### src/rtl/ras_param_stack.sv
// Return-address stack: DEPTH x AW circular stack with wrap-on-overflow, checkpoint/recover.
// Optional macro RAS_REPAIR_EN: recover also rewrites entry[e_recover_index] with e_recover_top.
module ras_param_stack_entry #(
  parameter int AW = 32
) (
  input  logic          clk,
  input  logic          reset,
  input  logic          we,
  input  logic [AW-1:0] d,
  output logic [AW-1:0] q
);
  always_ff @(posedge clk or negedge reset) begin
    if (!reset)  q <= '0;
    else if (we) q <= d;
  end
endmodule

module ras_param_stack #(
  parameter int DEPTH = 16,
  parameter int AW    = 32,
  parameter int IW    = $clog2(DEPTH)
) (
  input  logic          clk,
  input  logic          reset,
  input  logic          f_valid,
  input  logic          f_push,
  input  logic          f_pop,
  input  logic [AW-1:0] f_push_addr,
  output logic [AW-1:0] f_top_addr,
  output logic          f_top_valid,
  output logic [IW-1:0] f_ckpt_index,
  output logic [IW:0]   f_ckpt_count,
  output logic [AW-1:0] f_ckpt_top,
  input  logic          e_recover,
  input  logic [IW-1:0] e_recover_index,
  input  logic [IW:0]   e_recover_count,
  input  logic [AW-1:0] e_recover_top,
  output logic          ras_full,
  output logic          ras_empty
);
  localparam logic [IW:0] FULL_CNT = (IW+1)'(DEPTH);

  logic [IW-1:0]             tos, nxt_tos, wr_idx;
  logic [IW:0]               cnt, nxt_cnt;
  logic                      wr_en;
  logic [AW-1:0]             wr_data;
  logic [DEPTH-1:0][AW-1:0]  ent;
  logic [DEPTH-1:0]          ent_we;

  always_comb begin
    nxt_tos = tos;
    nxt_cnt = cnt;
    wr_en   = 1'b0;
    wr_idx  = tos;
    wr_data = f_push_addr;
    if (e_recover) begin
      nxt_tos = e_recover_index;
      nxt_cnt = (e_recover_count > FULL_CNT) ? FULL_CNT : e_recover_count;
`ifdef RAS_REPAIR_EN
      wr_en   = 1'b1;
      wr_idx  = e_recover_index;
      wr_data = e_recover_top;
`endif
    end else if (f_valid) begin
      unique case ({f_push, f_pop})
        2'b10: begin
          // Full stack keeps count saturated; the wrapped write replaces the oldest entry.
          nxt_tos = tos + IW'(1);
          wr_en   = 1'b1;
          wr_idx  = tos + IW'(1);
          nxt_cnt = (cnt == FULL_CNT) ? cnt : cnt + (IW+1)'(1);
        end
        2'b01: begin
          if (cnt != '0) begin
            nxt_tos = tos - IW'(1);
            nxt_cnt = cnt - (IW+1)'(1);
          end
        end
        2'b11: begin
          // Return-then-call: the popped slot is immediately refilled in place.
          wr_en   = 1'b1;
          nxt_cnt = (cnt == '0) ? (IW+1)'(1) : cnt;
        end
        default: ;
      endcase
    end
  end

`ifndef RAS_REPAIR_EN
  logic unused_top;
  assign unused_top = ^e_recover_top;
`endif

  always_ff @(posedge clk or negedge reset) begin
    if (!reset) begin
      tos <= '0;
      cnt <= '0;
    end else begin
      tos <= nxt_tos;
      cnt <= nxt_cnt;
    end
  end

  for (genvar i = 0; i < DEPTH; i++) begin : g_ent
    assign ent_we[i] = wr_en && (wr_idx == IW'(i));
    ras_param_stack_entry #(.AW(AW)) u_ent (
      .clk   (clk),
      .reset (reset),
      .we    (ent_we[i]),
      .d     (wr_data),
      .q     (ent[i])
    );
  end

  assign f_top_valid  = (cnt != '0);
  assign f_top_addr   = f_top_valid ? ent[tos] : '0;
  assign f_ckpt_index = tos;
  assign f_ckpt_count = cnt;
  assign f_ckpt_top   = ent[tos];
  assign ras_full     = (cnt == FULL_CNT);
  assign ras_empty    = (cnt == '0);
endmodule

### config.mk
export PLATFORM = sky130hd
export DESIGN_NAME = ras_param_stack
export DESIGN_NICKNAME = d
export VERILOG_FILES = /design/src/rtl/ras_param_stack.sv
export SDC_FILE = /design/constraint.sdc
export NUM_CORES = 1
export LEC_CHECK = 0
export BUFFER_PORTS_ARGS = -buffer_cell sky130_fd_sc_hd__buf_4
export CORE_MARGIN = 1.5
export CORE_UTILIZATION = 38
export CTS_CLUSTER_DIAMETER = 100
export CTS_CLUSTER_SIZE = 14
export DETAILED_ROUTE_END_ITERATION = 12
export RECOVER_POWER = 50
export SYNTH_ARGS = -nofsm -noshare
export SYNTH_HDL_FRONTEND = slang
export SYNTH_HIERARCHICAL = 1
export SYNTH_SLANG_ARGS = --single-unit
### constraint.sdc
create_clock -name clk -period 4 [get_ports clk]
set_input_delay 0.4 -clock clk [delete_from_list [all_inputs] [get_ports clk]]
set_output_delay 0.4 -clock clk [all_outputs]
set_load 0.005 [all_outputs]
==> flow_summary_export.csv, run 1 <==
group,metric,value,unit
run_status,status,"finished with violations",
run_status,violations,"max-capacitance violations, max-slew violations",
place,dpl.hpwl,38970,um
detailed_routing,post_drt_wl_per_cell,24.08,um
detailed_routing,viasPerCell,5.332,
layout,layout-drive-gt1-share,0.4994,
synthesis,syn_inst,1613,
synthesis,yosys.area_share.simple,0.03246,
layout,nets,1806,
synthesis,synth_common_cells,"dfrtp_1, mux2_4, mux4_2, nor2b_1, buf_12",
power_and_ir_drop,p_leak,0.01329,uW
detailed_routing,drt-pass1-iter-count,4,
floorplanning,start_util,0.3838,
hold_path,min_path_cells,3,
synthesis,syn_area_per_cell,16.63,um2
floorplanning,die-height,268.7,um
clock_tree,clock-sinks,521,
layout,fill_cells,6320,
critical_path,cp_num_buf_inv,3,
power_and_ir_drop,finalPower,16650,uW
detailed_routing,routed_wirelength,64300,um
clock_tree,root_buffer,"clkbuf_16",
detailed_routing,drt_iter0_markers,1011,
critical_path,slowest_stage,"dfrtp_4",
synthesis,synth_fa_ha_area_frac,0.001865,
synthesis,synth_fp_nets,1696,
grt,grt_max_degree,128,
critical_path,r2r_end,"g_ent[7].u_ent/q[3]$_DFFE_PN0P_",
floorplanning,ios,155,
timing,clock_skew,0.02854,ns
timing,min_period,3.766,ns
synthesis,synthArstFlopShare,1.000,
synthesis,synthesis.area,26830,um2
synthesis,yosysMostFrequentCell,"dfrtp_1",
synthesis,synth_top_family_by_area,"multiplexers",
place,dp.cells,2616,
clock_tree,postCtsSetupBuffers,0,
place,routabilityCongestion,0.7429,
detailed_routing,vias,14240,
floorplanning,core,69910,um2
floorplanning,fp.dieW,268.7,um
detailed_routing,drc_errors,0,
grt,grt_pass1_vias,15590,
critical_path,cp_cell_sequence,"buf_12 -> buf_4 -> mux4_2 -> a221o_1 -> and2_1 -> buf_4",
critical_path,r2r_slack,0.36,ns
grt,antenna_found_initial,3,
critical_path,critPathKind,"register to output pin",
timing,tns,0,ns
layout,post-route-util,0.4194,
synthesis,synth_compound_area_frac,0.04020,
grt,gr-total-overflow,0,
critical_path,crit_path_end_kind,"output pin",
timing,worstMarginPinSlew,2.387,ns
critical_path,arrival,3.37,ns
critical_path,startpoint_type,"register",
critical_path,r2r_start,"f_ckpt_index[0]$_DFFE_PN0P_",
hold_path,hold_start,"e_recover_index[1]",
critical_path,required,3.60,ns
timing,finalHoldViolCount,0,
hold_path,min_to,"f_ckpt_index[1]$_DFFE_PN0P_",
clock_tree,clockBufferDepth,3,
place,port_buffers,122,
timing,finalCritPeriodShare,0.9415,
synthesis,synth_top_area_frac,0.4859,
grt,grt_use_total,0.1821,
synthesis,yosysUniqueCellTypes,54,
synthesis,synth_xor_area_frac,0.002611,
critical_path,crit_path_max_fanout,48,
clock_tree,htree_levels,2,
floorplanning,die_area,72210,um2
clock_tree,insertion_delay,0.59,ns
synthesis,synth_top_area_cell,"dfrtp_1",
synthesis,yosys-top-cells-area,"dfrtp_1, mux2_4, mux4_2, buf_12, mux2_2",
timing,setup_viol,0,
synthesis,ys_warn_count,6,
timing,slew_headroom,-0.5910,
clock_tree,cts_buffers,44,
synthesis,synth-edff-count,0,
timing,drv_slew,389,
critical_path,path_delay_family,"buffers and inverters",
detailed_routing,final_antenna_net_count,0,
critical_path,crit_path_frequent_cell,"buf_4",
power_and_ir_drop,p_per_area,567.7,nW/um2
layout,area_delta_synth_final,9.280,%
synthesis,synth_sequential_area_ratio,0.4859,
grt,grt_first_pass_wirelength,100200,um
timing,timing.fmax,0.2655,GHz
floorplanning,rows,97,
layout,fin_cells,2670,
synthesis,synth_mux_area_frac,0.3793,
critical_path,slowest_delay,0.72,ns
critical_path,r2r_cells,7,
synthesis,synth-seq-cells,521,
hold_path,hold_class,"input port to register",
clock_tree,clk_pin_slew_worst_paths,0.07,ns
timing,grt_setup_unrepaired,"false",
synthesis,ys.flop_type,"dfrtp_1",
clock_tree,cts_tree,"done",
flow_run,maxCapViolations,7,
power_and_ir_drop,peakVddDrop,0.0002608,V
-- worst min-delay path, stage by stage --
cell and delay [ns]:
buf_4 0.11, inv_1 0.04, a21oi_1 0.05
-- worst max path at each step --
stage | startpoint | to | slack [ns] | cells after the start
floorplan | f_ckpt_index[0]$_DFFE_PN0P_ | g_ent[7].u_ent/q[0]$_DFFE_PN0P_ | 1.22 | 13
global placement | f_ckpt_index[1]$_DFFE_PN0P_ | g_ent[14].u_ent/q[29]$_DFFE_PN0P_ | 0.76 | 7
detailed placement | f_ckpt_index[1]$_DFFE_PN0P_ | g_ent[14].u_ent/q[29]$_DFFE_PN0P_ | 0.72 | 7
CTS | f_ckpt_index[0]$_DFFE_PN0P_ | f_top_addr[29] | 0.11 | 7
global route | f_ckpt_index[0]$_DFFE_PN0P_ | f_top_addr[23] | 0.02 | 6
finish | f_ckpt_index[0]$_DFFE_PN0P_ | f_top_addr[18] | 0.23 | 6
-- layout by cell type (no fill, tap or decap), types with 8 or more instances in the layout --
cell         n
and2_1      26
dfrtp_1    517
mux2_4     467
nor2b_1     55
a21oi_1     14
a2111oi_0   20
a211oi_1    26
mux2_1      13
clkbuf_1     8
nand2_1     18
o21ai_0     16
buf_4      163
mux2_2      38
clkbuf_16   44
a221o_1     26
a22oi_1      8
buf_12      11
nor2_1       8
nor2_4      18
mux4_2      96
mux2i_1     38
-- state kept, by name (all words and copies together) (netlist names) --
register and cells:
g_ent.u_ent/q 512, f_ckpt_index 4, f_ckpt_count 5
-- area by class of cell --
class	instances	area, um2	share of cell area
sequential	521	13050	0.4450
antenna	2	5.005	0.0001707
timing repair buffer	194	1572	0.05360
clock inverter	6	62.56	0.002134
multi-input combinational	955	12330	0.4204
inverter	7	26.28	0.0008961
clock buffer	45	1105	0.03768
tap	940	1176	0.04011
-- kinds of logic (layout without fill, tap and decap cells) --
kind of cell | Yosys count | count (layout)
mux | 652 | 652
flops | 521 | 521
simple gates | 154 | 154
compound gates | 137 | 137
buf+inv | 137 | 252
xor+xnor | 8 | 8
fa+ha+maj | 4 | 4
other cells | 0 | 2
-- power breakdown --
| part | internal [uW] | switching, uW | total, uW |
|---|---|---|---|
| sequential | 6820 | 926 | 7740 |
| clock | 1970 | 1940 | 3910 |
| combinational | 3260 | 1730 | 4990 |
| total | 12000 | 4600 | 16600 |
-- routing by layer --
layer	wire length, um	up-vias	part of all wire	GRT usage
met1	30350	7707	0.47	0.2660
met2	29590	280	0.46	0.2818
li1	-	6164	-	-
met3	2865	83	0.045	0.02621
met4	1482	2	0.023	0.05041
met5	17	-	0.00026	0
-- through the flow --
| step | hold WS (ns) | worst slack, ns | area (um2) |
|---|---|---|---|
| after detailed placement | 0.4849 | 0.7247 | 28290 |
| after floorplan | 0.1044 | 1.224 | 26830 |
| after global routing | 0.04455 | 0.01656 | 29320 |
| final | 0.04950 | 0.2338 | 29320 |
| after global placement | 0.4817 | 0.7578 | 28290 |
| after CTS | 0.01324 | 0.1083 | 29470 |
-- repair_timing --
item                                    4_1_cts  5_1_grt
gates resized for setup                       0        5
hold buffers                                  1        0
endpoints found under the setup margin        0        6
hold endpoints to repair                     38        0
Note: power is estimated with default switching activity, not from simulation.
==> run 2, diff against run 1 <==
--- a/config.mk
+++ b/config.mk
@@ -11,6 +11,7 @@
 export CTS_CLUSTER_DIAMETER = 100
 export CTS_CLUSTER_SIZE = 14
 export DETAILED_ROUTE_END_ITERATION = 12
+export PLACE_DENSITY = 0.55
 export RECOVER_POWER = 50
 export SYNTH_ARGS = -nofsm -noshare
 export SYNTH_HDL_FRONTEND = slang
==> run 2 against run 1 <==
Effect of this change: the run still ends with max-capacitance violations, max-slew violations left; non-clock buffer count is 1 lower; global-route usage is 0.31 points higher; combinational power up 0.8%; critical path depth decreased by 1; wire length grew 2.1%; count of clock-buffer cells in the layout increased by 1; core utilization about the same; die area unchanged; critical path type unchanged; largest power group unchanged; highest routed layer unchanged.
==> flow_summary_export.csv, run 2 (synthesis gave the netlist of run 1 again) <==
group,metric,value,unit
run_status,status,"finished with violations",
run_status,violations,"max-capacitance violations, max-slew violations",
timing,timing.fmax,0.2625,GHz
clock_tree,htree_levels,2,
clock_tree,clockBufferDepth,3,
layout,mostFrequentLayoutCells,"dfrtp_1, mux2_4, buf_4",
timing,tns,0,ns
grt,grt_first_pass_wirelength,100700,um
timing,setup_viol,0,
timing,finalHoldViolCount,0,
grt,gr-total-overflow,0,
grt,grt_max_degree,103,
floorplanning,die_area,72210,um2
detailed_routing,viasPerCell,5.298,
hold_path,min_path_cells,3,
floorplanning,fp.dieW,268.7,um
grt,antenna_found_initial,1,
clock_tree,cts_tree,"done",
power_and_ir_drop,p_per_area,566.9,nW/um2
timing,worstMarginPinSlew,2.556,ns
floorplanning,rows,97,
detailed_routing,drt-pass1-iter-count,4,
critical_path,arrival,3.41,ns
power_and_ir_drop,peakVddDrop,0.0003275,V
floorplanning,ios,155,
critical_path,r2r_cells,6,
clock_tree,postCtsSetupBuffers,0,
power_and_ir_drop,p_leak,0.01329,uW
detailed_routing,vias,14120,
place,routabilityCongestion,0.7409,
critical_path,critPathKind,"register to output pin",
layout,area_delta_synth_final,9.205,%
detailed_routing,post_drt_wl_per_cell,24.63,um
timing,finalCritPeriodShare,0.9524,
power_and_ir_drop,finalPower,16610,uW
grt,grt_use_total,0.1851,
layout,diodes,0,
detailed_routing,final_antenna_net_count,0,
flow_run,maxCapViolations,1,
timing,min_period,3.810,ns
timing,slew_headroom,-0.7038,
layout,nets,1804,
place,dpl.hpwl,38660,um
clock_tree,root_buffer,"clkbuf_16",
timing,drv_slew,93,
detailed_routing,routed_wirelength,65640,um
floorplanning,core,69910,um2
floorplanning,die-height,268.7,um
layout,largest_reg_flops,512,
grt,grt_pass1_vias,15220,
layout,layout-drive-gt1-share,0.5003,
clock_tree,clock-sinks,521,
detailed_routing,drt_iter0_markers,821,
hold_path,hold_class,"input port to register",
timing,clock_skew,0.01769,ns
clock_tree,cts_buffers,43,
floorplanning,start_util,0.3838,
critical_path,required,3.60,ns
critical_path,crit_path_end_kind,"output pin",
timing,grt_setup_unrepaired,"false",
critical_path,crit_path_max_fanout,20,
layout,mostFrequentLayoutCell,"dfrtp_1",
clock_tree,insertion_delay,0.59,ns
clock_tree,clk_pin_slew_worst_paths,0.07,ns
detailed_routing,drc_errors,0,
layout,top_register,"g_ent.u_ent/q",
place,port_buffers,122,
critical_path,startpoint_type,"register",
run 2: final timing paths:
kind / start / endpoint / slack [ns]
setup reg to reg: f_ckpt_index[3]$_DFFE_PN0P_ / g_ent[3].u_ent/q[1]$_DFFE_PN0P_ / 0.26
max in group asynchronous: reset / g_ent[11].u_ent/q[29]$_DFFE_PN0P_ / 0.76
hold reg to reg: g_ent[2].u_ent/q[27]$_DFFE_PN0P_ / g_ent[2].u_ent/q[27]$_DFFE_PN0P_ / 0.49
min in group asynchronous: reset / f_ckpt_count[4]$_DFFE_PN0P_ / 1.17
setup / recovery: f_ckpt_index[3]$_DFFE_PN0P_ / f_top_addr[14] / 0.19
hold / removal: e_recover_count[3] / f_ckpt_count[3]$_DFFE_PN0P_ / 0.05
run 2: per-stage QoR:
step / hold WS, ns / setup WS [ns] / instances / utilization / area [um2]
after floorplan: 0.1044 / 1.224 / 1613 / - / 26830
after global placement: 0.4828 / 0.7413 / 2615 / 0.4040 / 28240
after detailed placement: 0.4869 / 0.7297 / 2615 / 0.4040 / 28240
after CTS: 0.02384 / 0.1083 / 2665 / 0.4205 / 29400
after global routing: 0.05517 / 0.01752 / 2665 / 0.4192 / 29300
final: 0.05481 / 0.1904 / 2665 / 0.4192 / 29300
run 2: final cells by class:
cell class              count  area (um2)
multi-input cells         955       12330
fillers                  6330       40610
inverters                   7       26.28
well taps                 940        1176
repair buffers            193        1587
clock inverters             3       43.79
flip-flops and latches    521       13050
clock buffers              46        1097
run 2: layer usage:
metal / up-vias / GRT usage / wire length [um]
met1: 7657 / 0.2718 / 31210
met3: 60 / 0.02347 / 2203
met5: - / 0 / 17
met4: 2 / 0.03978 / 1035
li1: 6166 / - / -
met2: 233 / 0.2929 / 31170
run 2: where the power goes:
| part | switching (uW) | leakage, uW | internal (uW) |
|---|---|---|---|
| Clock | 1930 | 0.000559 | 1950 |
| Sequential | 893 | 0.00693 | 6820 |
| Combinational | 1750 | 0.00580 | 3270 |
run 2: worst max-delay path, cell delays in order, from the launching register on:
cell	delay, ns
dfrtp_1	1.06
and2_2	0.74
buf_4	0.44
a221o_1	0.31
and2_1	0.16
buf_4	0.11
run 2: timing repair:
action,4_1_cts,5_1_grt
endpoints found under the hold margin,87,0
endpoints found under the setup margin,0,2
resized for setup,0,1
hold buffers,1,0
